<file path="config.mk">
export PLATFORM = sky130hd
export DESIGN_NAME = xcorr_peak_detect_flat
export DESIGN_NICKNAME = d
export VERILOG_FILES = /design/src/rtl/xcorr_peak_detect_if.sv /design/src/rtl/xcorr_peak_detect.sv /design/src/flat_wrapper.sv
export SDC_FILE = /design/constraint.sdc
export NUM_CORES = 2
export LEC_CHECK = 0
export BUFFER_PORTS_ARGS = -buffer_cell sky130_fd_sc_hd__buf_2
export CORE_MARGIN = 4
export CORE_UTILIZATION = 55
export CTS_BUF_LIST = sky130_fd_sc_hd__clkbuf_4 sky130_fd_sc_hd__clkbuf_8 sky130_fd_sc_hd__clkbuf_16
export CTS_CLUSTER_DIAMETER = 50
export DETAILED_ROUTE_END_ITERATION = 10
export PLACE_DENSITY_LB_ADDON = 0.25
export SYNTH_ARGS = -nofsm -noshare
export SYNTH_HDL_FRONTEND = slang
export SYNTH_SLANG_ARGS = --single-unit
</file>
<file path="constraint.sdc">
create_clock -name clk -period 8.1 [get_ports clk]
set_clock_uncertainty 0.1 [all_clocks]
set_input_delay 1.215 -clock clk [delete_from_list [all_inputs] [get_ports clk]]
set_output_delay 1.215 -clock clk [all_outputs]
set_load 0.01 [all_outputs]
</file>
<file path="src/rtl/xcorr_peak_detect_if.sv">
// Stream bundle between the correlation IFFT and the peak detector.
// The master drives samples and the slave returns magnitudes and per-frame results.
interface xcorr_peak_detect_if #(
  parameter int IDX_W = 10,
  parameter int MAG_W = 32,
  parameter int EXP_W = 5
);
  logic                ival;
  logic signed [15:0]  idata_i;
  logic signed [15:0]  idata_q;
  logic [EXP_W-1:0]    iexp;
  logic                ieop;
  logic [MAG_W-1:0]    thresh;

  logic                mag_val;
  logic [MAG_W-1:0]    mag_out;
  logic                res_val;
  logic [IDX_W-1:0]    res_idx;
  logic [MAG_W-1:0]    res_mag;
  logic [EXP_W-1:0]    res_exp;
  logic                res_det;
  logic                res_err;

  modport master (
    output ival, idata_i, idata_q, iexp, ieop, thresh,
    input  mag_val, mag_out, res_val, res_idx, res_mag, res_exp, res_det, res_err
  );

  modport slave (
    input  ival, idata_i, idata_q, iexp, ieop, thresh,
    output mag_val, mag_out, res_val, res_idx, res_mag, res_exp, res_det, res_err
  );
endinterface

</file>
<file path="src/rtl/xcorr_peak_detect.sv">
// Per-sample |x|^2 (3-stage pipe) with frame max/index tracking and a one-cycle result
// pulse 4 cycles after the eop sample; no backpressure, every valid sample is consumed.
module xcorr_peak_detect #(
  parameter int IDX_W = 10,
  parameter int MAG_W = 32,
  parameter int EXP_W = 5
) (
  input  logic clk,
  input  logic rst,
  xcorr_peak_detect_if.slave bus
);

  typedef enum logic [1:0] {IDLE, ACC, DONE} state_t;

  logic               s1_vld, s1_eop;
  logic signed [15:0] s1_i, s1_q;
  logic [EXP_W-1:0]   s1_exp;
  logic [MAG_W-1:0]   s1_thr;

  logic               s2_vld, s2_eop;
  logic [31:0]        s2_ii, s2_qq;
  logic [EXP_W-1:0]   s2_exp;
  logic [MAG_W-1:0]   s2_thr;

  logic               s3_vld, s3_eop;
  logic [MAG_W-1:0]   s3_mag;
  logic [EXP_W-1:0]   s3_exp;
  logic [MAG_W-1:0]   s3_thr;

  logic signed [31:0] ii_p, qq_p;
  logic [MAG_W-1:0]   mag_sum;

  assign ii_p    = 32'(s1_i) * 32'(s1_i);
  assign qq_p    = 32'(s1_q) * 32'(s1_q);
  assign mag_sum = MAG_W'(s2_ii) + MAG_W'(s2_qq);

  always_ff @(posedge clk) begin
    if (rst) begin
      s1_vld <= 1'b0; s1_eop <= 1'b0; s1_i <= '0; s1_q <= '0; s1_exp <= '0; s1_thr <= '0;
      s2_vld <= 1'b0; s2_eop <= 1'b0; s2_ii <= '0; s2_qq <= '0; s2_exp <= '0; s2_thr <= '0;
      s3_vld <= 1'b0; s3_eop <= 1'b0; s3_mag <= '0; s3_exp <= '0; s3_thr <= '0;
    end else begin
      s1_vld <= bus.ival;
      s1_eop <= bus.ival & bus.ieop;
      s1_i   <= bus.idata_i;
      s1_q   <= bus.idata_q;
      s1_exp <= bus.iexp;
      s1_thr <= bus.thresh;

      s2_vld <= s1_vld;
      s2_eop <= s1_eop;
      s2_ii  <= unsigned'(ii_p);
      s2_qq  <= unsigned'(qq_p);
      s2_exp <= s1_exp;
      s2_thr <= s1_thr;

      s3_vld <= s2_vld;
      s3_eop <= s2_eop;
      s3_mag <= mag_sum;
      s3_exp <= s2_exp;
      s3_thr <= s2_thr;
    end
  end

  assign bus.mag_val = s3_vld;
  assign bus.mag_out = s3_mag;

  state_t             state, state_nxt;
  logic [IDX_W-1:0]   cnt;
  logic [MAG_W-1:0]   max_mag;
  logic [IDX_W-1:0]   max_idx;
  logic [EXP_W-1:0]   exp_r;
  logic               err_r;

  logic               first;
  logic               wrap;
  logic               res_val_c;
  logic [MAG_W-1:0]   new_max;
  logic [IDX_W-1:0]   new_idx;
  logic [EXP_W-1:0]   new_exp;
  logic               new_err;

  // DONE is folded: a sample arriving while DONE is treated as the next frame's first sample.
  always_comb begin
    state_nxt = state;
    res_val_c = 1'b0;
    first     = (state != ACC);
    wrap      = s3_vld && !s3_eop && (cnt == {IDX_W{1'b1}});
    new_max   = max_mag;
    new_idx   = max_idx;
    new_exp   = exp_r;
    new_err   = err_r;

    if (state == DONE) begin
      res_val_c = 1'b1;
      state_nxt = IDLE;
    end

    if (first) begin
      new_max = s3_mag;
      new_idx = '0;
      new_exp = s3_exp;
      new_err = wrap;
    end else begin
      if (s3_mag > max_mag) begin
        new_max = s3_mag;
        new_idx = cnt;
      end
      new_err = err_r | wrap | (s3_exp != exp_r);
    end

    if (s3_vld) state_nxt = s3_eop ? DONE : ACC;
  end

  always_ff @(posedge clk) begin
    if (rst) state <= IDLE;
    else     state <= state_nxt;
  end

  always_ff @(posedge clk) begin
    if (rst) begin
      cnt         <= '0;
      max_mag     <= '0;
      max_idx     <= '0;
      exp_r       <= '0;
      err_r       <= 1'b0;
      bus.res_idx <= '0;
      bus.res_mag <= '0;
      bus.res_exp <= '0;
      bus.res_det <= 1'b0;
      bus.res_err <= 1'b0;
    end else if (s3_vld) begin
      cnt     <= s3_eop ? '0 : cnt + 1'b1;
      max_mag <= new_max;
      max_idx <= new_idx;
      exp_r   <= new_exp;
      err_r   <= new_err;
      if (s3_eop) begin
        bus.res_idx <= new_idx;
        bus.res_mag <= new_max;
        bus.res_exp <= new_exp;
        bus.res_det <= (new_max >= s3_thr);
        bus.res_err <= new_err;
      end
    end
  end

  assign bus.res_val = res_val_c;

endmodule

</file>
<file path="src/flat_wrapper.sv">
// flat-port wrapper written by rule: the top's interface ports become plain ports
module xcorr_peak_detect_flat 
#(
  parameter int IDX_W = 10,
  parameter int MAG_W = 32,
  parameter int EXP_W = 5
)
  (clk, rst, bus_ival, bus_idata_i, bus_idata_q, bus_iexp, bus_ieop, bus_thresh, bus_mag_val, bus_mag_out, bus_res_val, bus_res_idx, bus_res_mag, bus_res_exp, bus_res_det, bus_res_err);
  xcorr_peak_detect_if #(.IDX_W(IDX_W), .MAG_W(MAG_W), .EXP_W(EXP_W)) bus_i ();
  input  logic clk;
  input  logic rst;
  input wire logic [$bits(bus_i.ival)-1:0] bus_ival;
  input wire logic [$bits(bus_i.idata_i)-1:0] bus_idata_i;
  input wire logic [$bits(bus_i.idata_q)-1:0] bus_idata_q;
  input wire logic [$bits(bus_i.iexp)-1:0] bus_iexp;
  input wire logic [$bits(bus_i.ieop)-1:0] bus_ieop;
  input wire logic [$bits(bus_i.thresh)-1:0] bus_thresh;
  output wire logic [$bits(bus_i.mag_val)-1:0] bus_mag_val;
  output wire logic [$bits(bus_i.mag_out)-1:0] bus_mag_out;
  output wire logic [$bits(bus_i.res_val)-1:0] bus_res_val;
  output wire logic [$bits(bus_i.res_idx)-1:0] bus_res_idx;
  output wire logic [$bits(bus_i.res_mag)-1:0] bus_res_mag;
  output wire logic [$bits(bus_i.res_exp)-1:0] bus_res_exp;
  output wire logic [$bits(bus_i.res_det)-1:0] bus_res_det;
  output wire logic [$bits(bus_i.res_err)-1:0] bus_res_err;
  assign bus_i.ival = bus_ival;
  assign bus_i.idata_i = bus_idata_i;
  assign bus_i.idata_q = bus_idata_q;
  assign bus_i.iexp = bus_iexp;
  assign bus_i.ieop = bus_ieop;
  assign bus_i.thresh = bus_thresh;
  assign bus_mag_val = bus_i.mag_val;
  assign bus_mag_out = bus_i.mag_out;
  assign bus_res_val = bus_i.res_val;
  assign bus_res_idx = bus_i.res_idx;
  assign bus_res_mag = bus_i.res_mag;
  assign bus_res_exp = bus_i.res_exp;
  assign bus_res_det = bus_i.res_det;
  assign bus_res_err = bus_i.res_err;
  xcorr_peak_detect #(.IDX_W(IDX_W), .MAG_W(MAG_W), .EXP_W(EXP_W)) u_core (.clk(clk), .rst(rst), .bus(bus_i));
endmodule
</file>
==> After elaboration in Yosys (flattened, before gate mapping) <==
Cells that the tools add are included.
{ "classes": {"n_addsub": 2, "mux": 11, "order_cmp": 2, "eq_ne": 4, "bitwise": 3, "multipliers": 2, "n_reduce_logical": 5} }
{ "ops": {"columns": ["operator", "count"], "rows": [
  ["$mul A16 B16 Y32", 2],
  ["$mux W32", 2],
  ["$add A32 B32 Y32", 1],
  ["$ge A32 B32 Y1", 1],
  ["$gt A32 B32 Y1", 1],
  ["$mux W10", 3],
  ["$add A10 B1 Y10 const B", 1],
  ["$eq A10 B10 Y1 const B", 1],
  ["$mux W2", 3],
  ["$mux W5", 1],
  ["$ne A5 B5 Y1", 1],
  ["$eq A2 B2 Y1 const B", 1],
  ["$logic_and A1 B1 Y1", 2],
  ["$mux W1", 2],
  ["$ne A2 B1 Y1 const B", 1],
  ["$or A1 B1 Y1", 2],
  ["$reduce_and A2 Y1", 1],
  ["$reduce_bool A2 Y1", 1],
  ["$and A1 B1 Y1", 1],
  ["$logic_not A1 Y1", 1]
]} }
{ "totals": {"input_bits": 73, "output_inout_bits": 83, "register_bits": 354} }

==> Longest topological paths before layout <==
{ "logic_depth": {"word_depth": 6, "mapped_depth": 25, "ltp_nobuf": 23} }

==> Worst setup path before layout <==
No wires, ideal clock.
{ "synth_path": {"kind": "register to register", "startpoint": "register u_core.s1_i[15]", "endpoint": "register u_core.s2_ii[28]", "path_buffers": 3, "arrival_ns": 6.035, "stages_incl_launch_ff": 23, "synth_period_minus_slack_ns": 6.250, "setup_time_ns": 0.116, "path_slack_ns": 1.850, "path_cell_list": "dfxtp_1 clkbuf_1 inv_1 clkbuf_1 nor2_1 fa_1 inv_1 fa_1 fa_1 inv_1 fa_1 fa_1 fa_1 ha_1 clkbuf_1 a21o_1 a21o_1 a21oi_1 inv_1 a311oi_1 o21ai_1 a311o_1 and3_1"} }
{ "synth_between": {"elab_chain_cells": 1} }
{ "synth_lines": {"columns": ["item", "line", "rtl"], "rows": [
  ["from (decl)", "xcorr_peak_detect.sv:16", "logic signed [15:0] s1_i, s1_q;"],
  ["from (signal assigned)", "xcorr_peak_detect.sv:45", "s1_i <= bus.idata_i;"],
  ["$mul A16 B16 Y32", "xcorr_peak_detect.sv:33", "assign ii_p = 32'(s1_i) * 32'(s1_i);"],
  ["to (signal assigned)", "xcorr_peak_detect.sv:52", "s2_ii <= unsigned'(ii_p);"],
  ["to (decl)", "xcorr_peak_detect.sv:21", "logic [31:0] s2_ii, s2_qq;"]
]} }
Every way passes these cells.
A chain may end at the register's enable or synchronous reset.

==> Worst setup path in the final report <==
{ "layout_path": {"startpoint": "register u_core.s1_q[15]", "endpoint": "register u_core.s2_qq[30]"} }
{ "layout_between": {"elab_chain_cells": 1} }
{ "layout_lines": {"columns": ["item", "line", "rtl"], "rows": [
  ["from (decl)", "xcorr_peak_detect.sv:16", null],
  ["from (signal assigned)", "xcorr_peak_detect.sv:46", "s1_q <= bus.idata_q;"],
  ["$mul A16 B16 Y32", "xcorr_peak_detect.sv:34", "assign qq_p = 32'(s1_q) * 32'(s1_q);"],
  ["to (signal assigned)", "xcorr_peak_detect.sv:53", "s2_qq <= unsigned'(qq_p);"],
  ["to (decl)", "xcorr_peak_detect.sv:21", null]
]} }
Every way passes these cells.

==> impl_metrics.ini <==
[grt]
antenna_found_initial = 0
grt-ovfl-total = 0
grt_util_all_layers = 0.2404
grt_max_degree = 119
grt_pass1_vias = 24440
grt_pass1_wl_mm = 119.7

[synthesis]
synth_fp_nets = 4151
synthAdderAreaFrac = 0.4040
synth_top_family_by_area = adder cells
synth_edf_count = 0
synthFlopType = dfxtp_1
ys_warn_count = 0
muxShareOfSynthArea = 0.01975
ys_ff_latch = 352
synth-simple-area-share = 0.1301
synth-async-reset-ratio = 0
synth_xor_area_frac = 0.03013
synth_compound_area_frac = 0.09356
synth_cell_types = 75
syn_inst = 3337
yosysSeqAreaShare = 0.2224
avgSynthCellArea_um2 = 9.494
syn_area_um2 = 31680

[power]
power.net_switching_uw = 3323
power_frac_comb = 0.499
clockPowerShare = 0.240
power_uw = 8124
peakVddDrop_uv = 183.7
power_frac_seq = 0.260
power_density_nw_per_um2 = 235.5
power.leakage_uw = 0.01693
switching_share = 0.4091
cell_internal_pwr_uw = 4801

[drt]
drt-pass1-iter-count = 5
routed_via_density = 5.383
drt_iter0_drc = 1270
ant_nets = 0
routed_wl_mm = 71.91
routed-via-count = 22710
wl_per_cell_um = 17.04
drc = 0

[finish]
multi_input_area_um2 = 21480
ff_latch_area_um2 = 7047
layout-drive-gt1-share = 0.09645
num_antenna_cells = 0
area_growth_pct = 8.874
finalNetCount = 4245
final_area_um2 = 34490
fillers = 4806

[place]
routabilityCongestion = 0.8915
io_buffers = 155
dp_hpwl_mm = 56.83
place_area_um2 = 33040

[clock_tree]
htree_levels = 2
tritoncts = yes
cts_made_buffers = 43
holdBufCountCts = 0
cts_resized = 0
clk_pin_slew_worst_paths_ps = 60
post-cts-setup-buffer-count = 0
clkSinkCount = 352
insertion_delay_ps = 580
cts_max_path_buffers = 3
root_buffer = clkbuf_16

[setup_path]
end_kind = flip-flop
regToRegSetupSlack_ps = 970
cp-start-kind = flip-flop
cp_data_arrival_time_ps = 7460
worstPathMaxFanout = 17
r2r-start = u_core.s1_q[15]
critPathRequiredTime_ps = 8430
setup.worst_path.start = u_core.s1_q[15]
critical_path_class = reg2reg
timing.rr.end = u_core.s2_qq[30]
reg2regPathDepth = 18
crit_path_end = u_core.s2_qq[30]

[timing]
slew_viol_final = 0
rsz0062_at_grt = no
fin_crit_sh = 0.8798
finalCriticalPeriod_ps = 7126
slew_headroom = 0.2863
fmax_mhz = 140.3
hold_viol_final = 0
worst_slew_pin_slew_ps = 1061
finalSetupTns_ps = 0
setup_viol = 0

[floorplanning]
die_h_um = 248
ios = 156
dieArea_um2 = 61500
core-area_um2 = 56710
start_util = 0.5586
rows = 87
dieWidth_um = 248

[hold_path]
holdCritPathClass = reg2reg
holdCritStartpoint = u_core.s1_thr[1]

[flow_run]
cap_viol_max_count = 0

[outcome]
status = complete, no violations
worst min-delay path by stage:
stage,endpoint,slack [ps],cells after the start
after floorplan,u_core.bus.mag_val,310,1
after global placement,u_core.s3_thr[19],320,1
after detailed placement,u_core.s2_thr[1],320,1
after CTS,u_core.s2_thr[9],340,1
after global routing,u_core.s2_thr[9],350,1
final,u_core.s2_thr[1],330,1
routing by layer:
metal  GRT usage  share of wire  vias to the layer above
li1            -              -                    10590
met1      0.3009           0.41                    11410
met2      0.4338           0.51                      583
met3     0.03176          0.053                      127
met4     0.07367          0.028                        0
met5           0              0                        -
critical path: stages (launching register included):
cell and delay (ps):
dfxtp_1 700, inv_1 450, nor2_1 330, fa_1 600, fa_1 900, fa_1 530, fa_1 470, fa_1 520
inv_1 50, fa_1 480, inv_1 40, ha_1 340, a21oi_1 250, nor2b_1 90, or3_1 320, a311oi_1 430
o31ai_1 180, xnor2_1 150, nor2_1 50
cell families after synthesis:
group | after synthesis
buffers and inverters | 832
AND/OR/NAND/NOR | 812
adder cells (fa/ha/maj) | 741
AO/OA/AOI/OAI | 438
flip-flops | 352
XOR/XNOR | 109
multiplexers | 53
sequential cells by signal (all words and copies together) (netlist names), 2 cells and up:
signal and flops:
u_core.cnt 10, u_core.max_mag 32, u_core.bus.res_mag 32, u_core.s1_q 16, u_core.state 2, u_core.max_idx 10, u_core.bus.res_exp 5, u_core.s2_exp 5
u_core.s2_qq 31, u_core.bus.mag_out 32, u_core.s1_exp 5, u_core.bus.res_idx 10, u_core.exp_r 5, u_core.s2_ii 31, u_core.s1_thr 32, u_core.s1_i 16
u_core.s2_thr 32, u_core.s3_exp 5, u_core.s3_thr 32
power groups by stage:
stage | sequential, µW | clock [µW] | combinational (µW)
CTS | 2110 | 2000 | 4070
floorplan | 2070 | 0 | 3070
detailed placement | 2150 | 0 | 4040
global route | 2130 | 2080 | 4590
finish | 2110 | 1950 | 4060
global placement | 2150 | 0 | 3910
cell usage after synthesis (all sizes together) (19+ instances only):
cell	count	area share
ha	271	0.11
mux2i	19	0.0060
mux2	34	0.014
a211oi	24	0.0058
o21ai	101	0.016
nor2b	168	0.033
a21o	37	0.0088
nand2b	19	0.0038
inv	710	0.084
xor2	40	0.011
a21oi	100	0.016
o21ba	30	0.0095
fa	470	0.30
and2	82	0.016
nand3	33	0.0052
and3	19	0.0038
o21a	19	0.0045
nor3	19	0.0030
nor2	191	0.023
o31ai	40	0.0095
buf	19	0.0037
xnor2	69	0.019
clkbuf	103	0.012
nand4b	31	0.0086
dfxtp	352	0.22
nand2	208	0.025
area by class of cell:
cell class	count	area share
Sequential cell	352	0.2043
Timing Repair Buffer	171	0.02626
Tap cell	756	0.02742
Inverter	710	0.07727
Clock inverter	25	0.008053
Clock buffer	52	0.03406
Multi-Input combinational cell	2153	0.6226
through the flow:
stage	utilization	setup slack (ps)	cells	hold WS, ps
global route	0.6082	474.4	4219	349.6
global placement	0.5826	1296	4142	317.0
finish	0.6082	974.0	4219	332.6
CTS	0.6082	1000	4219	341.2
floorplan	-	1850	3337	313.8
detailed placement	0.5826	1037	4142	322.0
layout by cell type (no fill, tap or decap), types with 10 or more instances in the layout:
cell type,count
o31ai_1,40
nand2_1,207
nand4b_1,31
inv_1,709
a21o_1,37
and3_1,19
nand2b_1,19
o21ba_2,29
a31oi_1,10
dfxtp_1,352
a21oi_1,99
buf_4,16
nor2b_1,168
mux2_4,14
o21ai_0,99
clkbuf_16,43
nand3_1,33
xnor2_1,69
nor3_1,19
ha_1,271
o21bai_1,12
buf_2,154
nand4_1,14
and2_1,82
o21a_1,19
mux2_2,20
o211ai_1,13
fa_1,470
a211oi_1,23
nor2_1,190
xor2_1,40
mux2i_1,19
No activity file was read; power rests on OpenSTA's default activity.
